--- src/rtl/hamming_7_4_rx_ctrl_if.sv ---
// ---------------------------------------------------------------------------
// hamming_7_4_rx_ctrl_if
//
// Bundles the serial input, status control and decoded byte output of the
// Hamming(7,4) receive controller.
//
// Modports:
//   master : the surrounding system; drives rx_bit/rx_valid/sync, the byte
//            consumer's byte_ready and clr_status; observes the outputs.
//   slave  : the receive controller itself.
//
// Signals:
//   rx_bit       serial codeword bit, codeword index 0 first
//   rx_valid     rx_bit qualifier, one bit accepted per cycle when high
//   sync         realign: drop the partial codeword and nibble phase
//   byte_out     decoded byte {hi nibble, lo nibble}
//   byte_valid   byte_out holds an unconsumed byte
//   byte_ready   consumer accepts byte_out when byte_valid && byte_ready
//   err_count    saturating count of codewords with a nonzero syndrome
//   overrun      sticky flag: a completed byte was dropped
//   clr_status   clears err_count and overrun
//   syndrome_out {hi s, lo s}, present only with HAMMING_RX_SYNDROME_EN
//
// Build option: define HAMMING_RX_SYNDROME_EN to add syndrome_out.
// ---------------------------------------------------------------------------
interface hamming_7_4_rx_ctrl_if #(
    parameter int CNT_W = 8
);
    logic             rx_bit;
    logic             rx_valid;
    logic             sync;
    logic [7:0]       byte_out;
    logic             byte_valid;
    logic             byte_ready;
    logic [CNT_W-1:0] err_count;
    logic             overrun;
    logic             clr_status;
`ifdef HAMMING_RX_SYNDROME_EN
    logic [5:0]       syndrome_out;

    modport master (
        output rx_bit, rx_valid, sync, byte_ready, clr_status,
        input  byte_out, byte_valid, err_count, overrun, syndrome_out
    );

    modport slave (
        input  rx_bit, rx_valid, sync, byte_ready, clr_status,
        output byte_out, byte_valid, err_count, overrun, syndrome_out
    );
`else
    modport master (
        output rx_bit, rx_valid, sync, byte_ready, clr_status,
        input  byte_out, byte_valid, err_count, overrun
    );

    modport slave (
        input  rx_bit, rx_valid, sync, byte_ready, clr_status,
        output byte_out, byte_valid, err_count, overrun
    );
`endif
endinterface

--- src/rtl/hamming_7_4_rx_ctrl.sv ---
// ---------------------------------------------------------------------------
// hamming_7_4_rx_ctrl
//
// Serial receive controller for Hamming(7,4)-coded byte streams.
// Bits arrive one per accepted cycle, codeword index 0 first, and are
// gathered into 7-bit codewords. Each completed codeword is held for one
// cycle (cw_pend) while it is syndrome-decoded and single-error corrected.
// Consecutive corrected nibbles are paired into bytes, low nibble first, and
// offered through a one-entry valid/ready output register.
//
// Codeword layout by index: 0=p1 1=p2 2=d0 3=p4 4=d1 5=d2 6=d3,
// nibble = {d3,d2,d1,d0}.
//
// Ports:
//   clk   system clock, all state changes on the rising edge
//   rst   synchronous, active-high reset; overrides every other input
//   bus   hamming_7_4_rx_ctrl_if.slave (serial input, byte output, status)
//
// Parameters:
//   CNT_W width of the saturating corrected-error counter (>= 1)
//
// Build option: define HAMMING_RX_SYNDROME_EN to add bus.syndrome_out, the
// pair of syndromes {hi s, lo s} that travels with each byte_out.
// ---------------------------------------------------------------------------
module hamming_7_4_rx_ctrl #(
    parameter int CNT_W = 8
) (
    input logic                  clk,
    input logic                  rst,
    hamming_7_4_rx_ctrl_if.slave bus
);

    typedef enum logic {
        ST_LO = 1'b0,   // next corrected nibble is the low half of a byte
        ST_HI = 1'b1    // next corrected nibble completes the byte
    } nib_state_t;

    localparam logic [CNT_W-1:0] CNT_MAX = '1;

    // -----------------------------------------------------------------------
    // Storage
    // -----------------------------------------------------------------------
    logic [2:0] bit_cnt;    // index of the next bit to be accepted, 0..6
    logic [5:0] shift;      // indices 0..5; index 6 goes straight to cw_reg
    logic [6:0] cw_reg;     // last completed codeword
    logic       cw_pend;    // cw_reg holds a codeword awaiting decode
    nib_state_t state;
    logic [3:0] lo_reg;     // corrected low nibble waiting for its partner
`ifdef HAMMING_RX_SYNDROME_EN
    logic [2:0] lo_syn;     // syndrome that belonged to lo_reg
`endif

    // -----------------------------------------------------------------------
    // Hamming(7,4) decode of cw_reg
    // -----------------------------------------------------------------------
    logic [2:0] syn;
    logic [6:0] flip_mask;
    logic [6:0] cw_fix;
    logic [3:0] nib;
    logic       byte_done;

    // NOTE: every signal driven in always_comb gets a value on every path
    // (here by unconditional assignment) so no latch can be inferred.
    always_comb begin
        syn[0] = ^{cw_reg[0], cw_reg[2], cw_reg[4], cw_reg[6]};
        syn[1] = ^{cw_reg[1], cw_reg[2], cw_reg[5], cw_reg[6]};
        syn[2] = ^{cw_reg[3], cw_reg[4], cw_reg[5], cw_reg[6]};

        // The syndrome is the 1-based position of the single bad bit.
        // Errors on parity positions leave the data bits untouched, and
        // double errors land on a wrong bit without any indication.
        if (syn == 3'd0) begin
            flip_mask = 7'd0;
        end else begin
            flip_mask = 7'd1 << (syn - 3'd1);
        end

        cw_fix = cw_reg ^ flip_mask;
        nib    = {cw_fix[6], cw_fix[5], cw_fix[4], cw_fix[2]};

        // A sync in the decode cycle throws the pending codeword away, so it
        // can neither finish a byte nor count as an error.
        byte_done = cw_pend && !bus.sync && (state == ST_HI);
    end

    // -----------------------------------------------------------------------
    // Collection, nibble pairing, output register and status
    // -----------------------------------------------------------------------
    // NOTE: sequential state is updated with non-blocking assignments only;
    // later assignments in the block override earlier ones, which is how
    // clr_status takes priority over same-cycle increments and overruns.
    always_ff @(posedge clk) begin
        if (rst) begin
            // NOTE: the data holding registers are reset as well, not just
            // the control state, so no stale codeword or nibble can surface
            // after reset.
            bit_cnt        <= 3'd0;
            shift          <= 6'd0;
            cw_reg         <= 7'd0;
            cw_pend        <= 1'b0;
            state          <= ST_LO;
            lo_reg         <= 4'd0;
            bus.byte_out   <= 8'd0;
            bus.byte_valid <= 1'b0;
            bus.err_count  <= '0;
            bus.overrun    <= 1'b0;
`ifdef HAMMING_RX_SYNDROME_EN
            lo_syn           <= 3'd0;
            bus.syndrome_out <= 6'd0;
`endif
        end else begin
            // cw_pend is a single-cycle pulse unless a new codeword lands
            cw_pend <= 1'b0;

            if (bus.sync) begin
                // Realign: forget the partial codeword, any pending codeword
                // and the nibble phase. A bit arriving alongside sync becomes
                // index 0 of the new codeword.
                state   <= ST_LO;
                bit_cnt <= 3'd0;
                if (bus.rx_valid) begin
                    shift[0] <= bus.rx_bit;
                    bit_cnt  <= 3'd1;
                end
            end else begin
                // Bit collection runs in parallel with decode, so a new
                // codeword can start right after the previous one ends.
                if (bus.rx_valid) begin
                    if (bit_cnt == 3'd6) begin
                        cw_reg  <= {bus.rx_bit, shift};
                        cw_pend <= 1'b1;
                        bit_cnt <= 3'd0;
                    end else begin
                        shift[bit_cnt] <= bus.rx_bit;
                        bit_cnt        <= bit_cnt + 3'd1;
                    end
                end

                if (cw_pend) begin
                    if ((syn != 3'd0) && (bus.err_count != CNT_MAX)) begin
                        bus.err_count <= bus.err_count + CNT_W'(1);
                    end

                    case (state)
                        ST_LO: begin
                            lo_reg <= nib;
`ifdef HAMMING_RX_SYNDROME_EN
                            lo_syn <= syn;
`endif
                            state  <= ST_HI;
                        end
                        default: begin
                            state <= ST_LO;
                        end
                    endcase
                end
            end

            // One-entry output register. A byte is accepted when the slot is
            // empty or drains in this same cycle; otherwise the new byte is
            // dropped and the held byte stays stable.
            if (byte_done) begin
                if (!bus.byte_valid || bus.byte_ready) begin
                    bus.byte_out   <= {nib, lo_reg};
                    bus.byte_valid <= 1'b1;
`ifdef HAMMING_RX_SYNDROME_EN
                    bus.syndrome_out <= {syn, lo_syn};
`endif
                end else begin
                    bus.overrun <= 1'b1;
                end
            end else if (bus.byte_valid && bus.byte_ready) begin
                bus.byte_valid <= 1'b0;
            end

            if (bus.clr_status) begin
                bus.err_count <= '0;
                bus.overrun   <= 1'b0;
            end
        end
    end

endmodule
--- src/flat_wrapper.sv ---
// flat-port wrapper written by rule: the top's interface ports become plain ports
module hamming_7_4_rx_ctrl_flat 
#(
    parameter int CNT_W = 8
)
  (clk, rst, bus_rx_bit, bus_rx_valid, bus_sync, bus_byte_ready, bus_clr_status, bus_byte_out, bus_byte_valid, bus_err_count, bus_overrun);
  hamming_7_4_rx_ctrl_if #(.CNT_W(CNT_W)) bus_i ();
  input logic clk;
  input logic rst;
  input wire logic [$bits(bus_i.rx_bit)-1:0] bus_rx_bit;
  input wire logic [$bits(bus_i.rx_valid)-1:0] bus_rx_valid;
  input wire logic [$bits(bus_i.sync)-1:0] bus_sync;
  input wire logic [$bits(bus_i.byte_ready)-1:0] bus_byte_ready;
  input wire logic [$bits(bus_i.clr_status)-1:0] bus_clr_status;
  output wire logic [$bits(bus_i.byte_out)-1:0] bus_byte_out;
  output wire logic [$bits(bus_i.byte_valid)-1:0] bus_byte_valid;
  output wire logic [$bits(bus_i.err_count)-1:0] bus_err_count;
  output wire logic [$bits(bus_i.overrun)-1:0] bus_overrun;
  assign bus_i.rx_bit = bus_rx_bit;
  assign bus_i.rx_valid = bus_rx_valid;
  assign bus_i.sync = bus_sync;
  assign bus_i.byte_ready = bus_byte_ready;
  assign bus_i.clr_status = bus_clr_status;
  assign bus_byte_out = bus_i.byte_out;
  assign bus_byte_valid = bus_i.byte_valid;
  assign bus_err_count = bus_i.err_count;
  assign bus_overrun = bus_i.overrun;
  hamming_7_4_rx_ctrl #(.CNT_W(CNT_W)) u_core (.clk(clk), .rst(rst), .bus(bus_i));
endmodule
--- config.mk ---
export PLATFORM = sky130hd
export DESIGN_NAME = hamming_7_4_rx_ctrl_flat
export DESIGN_NICKNAME = d
export VERILOG_FILES = /design/src/rtl/hamming_7_4_rx_ctrl_if.sv /design/src/rtl/hamming_7_4_rx_ctrl.sv /design/src/flat_wrapper.sv
export SDC_FILE = /design/constraint.sdc
export NUM_CORES = 1
export LEC_CHECK = 0
export CAP_MARGIN = 10
export CORE_MARGIN = 3
export CORE_UTILIZATION = 30
export DETAILED_ROUTE_END_ITERATION = 10
export PLACE_DENSITY_LB_ADDON = 0.3
export RECOVER_POWER = 25
export SYNTH_ARGS = -nofsm -noshare
export SYNTH_HDL_FRONTEND = slang
export SYNTH_SLANG_ARGS = --single-unit
--- constraint.sdc ---
create_clock -name clk -period 2.4 [get_ports clk]
set_clock_uncertainty 0.1 [all_clocks]
set_input_delay 0.72 -clock clk [delete_from_list [all_inputs] [get_ports clk]]
set_output_delay 0.72 -clock clk [all_outputs]
set_load 0.005 [all_outputs]
==> reports/results.txt, run 1 <==
For this run, the leading register cell type out of synthesis is sky130_fd_sc_hd__dfxtp_1. Measured along the x axis, the die boundary spans 87.49 um. The synthesized net count was 228; the share of final-layout standard cells stronger than drive strength 1 was 13.46%.

The logs give 269 for the final-stage net count and 1992 um2 for the netlist area before placement. The worst path in the final design needs a cycle of 2200 ps, including I/O delays and setup. From synthesis to final layout, the design area changed by 29.15%.

The synthesized design contains 0 enable-type register cells. After filler insertion, the fill cell instance count of the layout stands at 650. After Yosys synthesis, and, or, nand and nor cells account for 21.04% of the synthesized area.

In this run, post-CTS hold repair placed 0 buffers. The HPWL after detailed placement was 3142 um; the worst-skew pair later-pin latency was 290 ps. The flow ran to the end, and the final reports show no timing, DRC or antenna violations. The synthesized netlist devotes 14.32% of its cell area to compound gates. Row generation in the floorplan step produced 29 rows. After synthesis, the largest family of logic cells by area is simple AND/OR/NAND/NOR gates.

In the synthesized netlist, the number of instances is 218. At the pin with the least slew margin, the transition time is 471.3 ps. Arrival time at the worst endpoint: 2280 ps. In this run the remaining antenna-violating nets after routing total 0. The max-slew violation total from the final report is 0, and the violation count after the first detailed-route iteration is 113.

The multiplexer share of the synthesized area works out to 9.045%. After global routing the overflow that remains totals 0. The count of yosys warnings during synthesis was 0.

After clock tree synthesis, the clock-pin slew on the worst setup and hold paths is 70 ps. The global-route wire length before repair is 7079 um. The via count of the first global-routing pass was 1522; the final clock period utilization by the worst path was 91.68%.

The sequential fraction of the synthesis area was 40.20%. The share of synthesized flip-flops with an asynchronous set or reset works out to 0%. The repair_antennas step left the layout with diodes totalling 0. For the number of iterations in the first detailed-routing pass, the log shows 4. Measured on the finished design, the core utilization comes to 40.28%. For this configuration, the core starts out at a cell density of 31.19%.

The number of synthesized register bits works out to 40. The number of endpoints failing setup at the final stage was 0; the reported leakage power was 0.9694 nW. For the required time at the endpoint of the critical path, the log shows 2480 ps. In the final routed layout, each cell accounts on average for 12.51 um. In the routed design, unresolved DRC markers number 0.

In the global route stage, overall resource usage came out at 11.60%. The xor and xnor area share after synthesis is 8.606%, and the max-capacitance violation count is 0. The run gives 40 as the count of clock tree sinks.

The floorplan step set the die height to 87.49 um. I/O pin count: 25. Buffers inserted during clock tree synthesis total 5. The final total negative setup slack was 0 ps.

Initial antenna violation count: 0. CTS placed an instance of sky130_fd_sc_hd__clkbuf_8 at the clock tree root. The worst pin sits at a relative slew slack of 68.36%.

In the routed layout, each cell is associated on average with a via count of 4.955. The startpoint class of the critical path is an input pin. The final weighted congestion in routability-driven placement is 0.9075, and the buffer levels on the longest clock path is 2. Derived from the worst setup path, the maximum achievable clock frequency is 0.4545 GHz. The floorplan die area is 7654 um2, and the largest net degree at the start of global routing is 20.

The area share of fa/ha/maj cells after synthesis is 1.884%, and the via count of the routed design is 1670. The number of input and output port buffers inserted was 24; the power per cell area was 488.9 nW/um2. The H-tree generated during clock tree synthesis spans 2 levels.

The worst setup path is captured at a flip-flop. The library cell used most frequently in the layout, excluding fill and tap cells, is sky130_fd_sc_hd__dfxtp_1. The final layout contains routed wiring with a total length of 4215 um.

Worst hold path class: flip-flop to flip-flop. TritonCTS built the clock tree. The run gives 205.4 uV as the maximum VDD drop. In the layout the commonest cells are sky130_fd_sc_hd__dfxtp_1 (40), sky130_fd_sc_hd__nor2_1 (27), sky130_fd_sc_hd__mux2i_1 (18), sky130_fd_sc_hd__buf_4 (18), sky130_fd_sc_hd__clkdlybuf4s50_1 (17). The largest fanout on the critical path is 8. The kind of critical path was input pin to flip-flop.

Setup repair after global routing left no endpoint under its margin. The mean post-synth cell area was 9.137 um2; the number of hold violations in the final report was 0. The number of different library cells in the post-synthesis netlist was 42.

The final total power is 1.258 mW. The core footprint came out at 6386 um2.
## synth_stat cells (2+ instances only)
| cell type | n | area share [%] |
|---|---|---|
| sky130_fd_sc_hd__a211oi_1 | 8 | 3.0 |
| sky130_fd_sc_hd__a21oi_1 | 7 | 1.8 |
| sky130_fd_sc_hd__a41oi_1 | 8 | 3.5 |
| sky130_fd_sc_hd__and2_1 | 4 | 1.3 |
| sky130_fd_sc_hd__and3_1 | 4 | 1.3 |
| sky130_fd_sc_hd__buf_2 | 3 | 0.75 |
| sky130_fd_sc_hd__clkbuf_1 | 7 | 1.3 |
| sky130_fd_sc_hd__dfxtp_1 | 40 | 40 |
| sky130_fd_sc_hd__ha_1 | 3 | 1.9 |
| sky130_fd_sc_hd__inv_1 | 10 | 1.9 |
| sky130_fd_sc_hd__mux2i_1 | 18 | 9.0 |
| sky130_fd_sc_hd__nand2_1 | 7 | 1.3 |
| sky130_fd_sc_hd__nand3_1 | 5 | 1.3 |
| sky130_fd_sc_hd__nand3b_1 | 2 | 0.75 |
| sky130_fd_sc_hd__nor2_1 | 27 | 5.1 |
| sky130_fd_sc_hd__nor3_1 | 7 | 1.8 |
| sky130_fd_sc_hd__nor3b_1 | 2 | 0.75 |
| sky130_fd_sc_hd__nor4_1 | 4 | 1.3 |
| sky130_fd_sc_hd__nor4_2 | 2 | 1.3 |
| sky130_fd_sc_hd__nor4b_1 | 2 | 0.88 |
| sky130_fd_sc_hd__o211ai_1 | 2 | 0.75 |
| sky130_fd_sc_hd__o21ai_0 | 3 | 0.75 |
| sky130_fd_sc_hd__o21ai_1 | 3 | 0.75 |
| sky130_fd_sc_hd__o21bai_1 | 8 | 3.0 |
| sky130_fd_sc_hd__or3_1 | 2 | 0.63 |
| sky130_fd_sc_hd__xnor2_1 | 9 | 4.0 |
| sky130_fd_sc_hd__xnor2_2 | 2 | 1.6 |
| sky130_fd_sc_hd__xor2_1 | 5 | 2.2 |
## kinds of logic (layout without fill, tap and decap cells)
group | after synthesis | after routing
AOI/OAI and AO/OA | 41 | 41
xor gates and xnor gates | 17 | 17
adders and majority gates | 3 | 3
buffers and inverters | 22 | 64
DFF | 40 | 40
muxes | 18 | 18
and+or+nand+nor | 77 | 77
## final cells by class
type	instances	area [um2]	share of cell area [%]
well taps	77	96.34	3.745
repair buffers	46	422.9	16.44
multi-input cells	156	1107	43.04
flip-flops and latches	40	800.8	31.13
clock inverters	2	35.03	1.362
clock buffers	6	72.57	2.821
inverters	10	37.54	1.459
## what timing repair did
item	CTS	global route
gates resized for setup	0	2
buffers inserted	0	0
endpoints found under the setup margin	0	3
## metrics by stage
| step | setup slack [ps] | hold WS, ps | instance area, um2 | cells |
|---|---|---|---|---|
| floorplan | 93.83 | 360.1 | 1992 | 218 |
| global placement | 42.28 | 373.9 | 2459 | 329 |
| detailed placement | -10.97 | 379.9 | 2459 | 329 |
| CTS | 135.7 | 400.2 | 2566 | 337 |
| global route | 7.264 | 439.0 | 2572 | 337 |
| finish | 199.6 | 388.8 | 2572 | 337 |
## metal layers
metal | vias up | track usage, % | part of all wire (%)
met4 | 0 | 3.766 | 1.5
met1 | 768 | 15.25 | 47
li1 | 865 | - | -
met2 | 29 | 18.70 | 48
met5 | - | 0 | 0
met3 | 8 | 2.649 | 3.4
## worst max-delay path, stage by stage
cell	delay [ps]
sky130_fd_sc_hd__dlygate4sd3_1	640
sky130_fd_sc_hd__clkbuf_1	220
sky130_fd_sc_hd__nor4_1	420
sky130_fd_sc_hd__mux2i_1	230
sky130_fd_sc_hd__nor2_1	50
## where the power goes
| part | total (mW) | internal [mW] | switching, mW |
|---|---|---|---|
| sequential | 0.670 | 0.666 | 0.00366 |
| clock | 0.542 | 0.309 | 0.233 |
| combinational | 0.0464 | 0.0224 | 0.0240 |
| total | 1.26 | 0.997 | 0.261 |
## final timing paths
| check | from | to | slack (ps) | cells past startpoint |
|---|---|---|---|---|
| min reg2reg | u_core.bus.byte_out[2] | u_core.bus.byte_out[2] | 390 | 2 |
| max reg2reg | u_core.cw_reg[6] | u_core.bus.byte_out[4] | 230 | 7 |
| max | bus_sync | u_core.shift[1] | 200 | 5 |
| min | u_core.bus.byte_out[2] | u_core.bus.byte_out[2] | 390 | 2 |
No activity file was read; power rests on OpenSTA's default activity.
==> run 2, diff against run 1 <==
Settings changed: RECOVER_POWER 25 to 50.
==> reports/results.txt, run 2 (synthesis gave the netlist of run 1 again) <==
On the worst path, the slowest cell contributes a delay of 640 ps. Setup repair after global routing left no endpoint under its margin. Across the run, the number of max-cap violations was 0.

Counting tap cells, the placed design contains a total of 329 instances. Among all stages on the critical path, the largest delay is contributed by sky130_fd_sc_hd__dlygate4sd3_1. The required time at the endpoint of the critical path came out at 2460 ps. The first routing iteration left 110 violations.

The total overflow left after global routing is 0. In the final layout, the share of cells above drive strength 1 is 13.46%. In this run the worst path has a maximum fanout of 12. The floorplan step defined a die boundary enclosing 7654 um2. Across all setup checks in the final design, the least slack found is 197.7 ps.

The setup path with the least slack is of type input pin to flip-flop. Routability-driven placement finished with a final weighted congestion of 0.9075. The signal on the critical path passes through dlygate4sd3_1 > buf_4 > nor3b_1 > buf_4 > nand2_1 > a41oi_1 > a211oi_1. The overall fraction of global-route tracks in use is 11.60%, and the via count of the routed design is 1664. The maximum frequency from static timing analysis came out at 0.4541 GHz.

The number of iterations in the first detailed-routing pass was 4; the number of endpoints failing setup at the final stage was 0. The tightest min-delay check is of the flip-flop to flip-flop type. Detailed placement ended at an HPWL of 3142 um. The worst slew margin relative to its limit was 68.30%; the layout overhead on the synthesized area was 29.15%. For the pin with the worst max-slew slack, the measured transition is 472.1 ps. The count of placed standard cells in the final layout, fillers left out is 337, and the I/O pin count is 25. The clock transition at the registers of the reported paths is 80 ps, and the core footprint is 6386 um2. The worst path uses 91.76% of the clock period. The initial antenna violation count came out at 0.

TritonCTS built the clock tree. During placement, the flow inserted port buffers numbering 24. The floorplan has 29 rows. The count of inserted antenna diode cells was 0. The time the worst path needs with I/O delays and setup works out to 2202 ps. The maximum VDD drop is 205.7 uV, and the overall die height is 87.49 um. Counting both buffers and inverters, the worst setup path holds a total of 3.

The per-cell routed wire length came out at 12.49 um. The H-tree generated during clock tree synthesis spans 2 levels. Most repeated library cell on the critical path: sky130_fd_sc_hd__buf_4. The horizontal die dimension was 87.49 um; the count of clock tree sinks was 40. For the reported leakage power, the log shows 1.008 nW. The tools report the critical path capture point type as a flip-flop. Wire length reported by the detailed router: 4209 um.

Buffers added to address setup during post-CTS repair amount to 0. Entering global routing, the biggest net connects 20 pins. Number of hold violations in the final report: 0. Adding up every negative setup slack in the final design gives 0 ps. Before CTS, the worst setup slack after placement is -10.97 ps. In this run the power density over the cells is 489.0 nW/um2. Data on the critical path arrives at its endpoint at 2260 ps.

Startpoint class of the critical path: an input pin. Clock latency on the worst-skew pair, taken at its later pin, is 290 ps. In the layout the commonest cells are sky130_fd_sc_hd__dfxtp_1 (40), sky130_fd_sc_hd__nor2_1 (27), sky130_fd_sc_hd__mux2i_1 (18), sky130_fd_sc_hd__dlygate4sd3_1 (18), sky130_fd_sc_hd__buf_4 (18). The flow ran to the end, and the final reports show no timing, DRC or antenna violations.

The number of buffers created by CTS is 5, and the max-slew violation total from the final report is 0. The layout has 650 filler cells. In the routed design, unresolved DRC markers number 0. Broken down by cell family, the worst path's largest delay share belongs to buffers and inverters.

The initial standard-cell utilization of the core came out at 31.19%. For this run, the share of the core covered by cells in the final layout is 40.28%. The count of nets left with antenna violations once routing finished came out at 0.

The first global-routing pass estimated 7079 um of wire. The via count of the first global-routing pass was 1522; the buffer levels on the longest clock path was 2. Leaving out fill and tap cells, the most frequent cell in the layout is sky130_fd_sc_hd__dfxtp_1. Dividing the detail-routed via count by the number of cells gives 4.938.

The tree is rooted in a sky130_fd_sc_hd__clkbuf_8. The tools report the final-stage net count as 269.
-- run 2: cell type report --
cell class | count | area (um2) | area share, %
Tap cell | 77 | 96.34 | 3.745
Sequential cell | 40 | 800.8 | 31.13
Timing Repair Buffer | 46 | 422.9 | 16.44
Clock inverter | 2 | 35.03 | 1.362
Inverter | 10 | 37.54 | 1.459
Clock buffer | 6 | 72.57 | 2.821
Multi-Input combinational cell | 156 | 1107 | 43.04
-- run 2: timing repair --
item | in CTS | in global routing
hold buffers | 0 | 0
gates resized for setup | 0 | 2
setup endpoints to repair | 0 | 3
-- run 2: layer usage --
| layer | GRT usage [%] | wire [um] |
|---|---|---|
| met5 | 0 | 0 |
| met4 | 3.766 | 64 |
| met3 | 2.649 | 125 |
| met2 | 18.70 | 2022 |
| met1 | 15.25 | 1996 |
-- run 2: path summary, 6_finish.rpt --
path	depth (start not counted)	slack [ps]	startpoint	endpoint
setup / recovery	7	200	bus_sync	u_core.lo_reg[3]
hold / removal	2	390	u_core.bus.byte_out[2]	u_core.bus.byte_out[2]
setup reg to reg	7	210	u_core.cw_reg[6]	u_core.bus.byte_out[4]
hold reg to reg	2	390	u_core.bus.byte_out[2]	u_core.bus.byte_out[2]
-- run 2: worst reg2reg max path: cells and delay by family (launching register included) --
family                     cells  cell delay [ps]
DFF                            1              380
xor gates and xnor gates       2              420
and+or+nand+nor                2              550
adders and majority gates      1              410
AOI/OAI and AO/OA              1              130
buffers and inverters          1               90
-- run 2: power breakdown --
| group | internal [mW] | switching [mW] |
|---|---|---|
| clock network | 0.309 | 0.233 |
| registers | 0.666 | 0.00366 |
| logic | 0.0224 | 0.0241 |
| total | 0.997 | 0.261 |
-- run 2: metrics by stage --
| step | hold WS, ps | power (mW) | instance area, um2 |
|---|---|---|---|
| after floorplan | 360.1 | 0.7077 | 1992 |
| after global placement | 373.9 | 0.7330 | 2459 |
| after detailed placement | 379.9 | 0.7335 | 2459 |
| after CTS | 400.2 | 1.282 | 2566 |
| after global routing | 439.0 | 1.311 | 2572 |
| final | 388.9 | 1.258 | 2572 |
==> run 3, diff against run 2 <==
Settings changed: CTS_CLUSTER_DIAMETER set to 80, CTS_CLUSTER_SIZE set to 30.
==> results of run 3 <==
No change in the layout: final DEF, timing and power equal those of run 2.
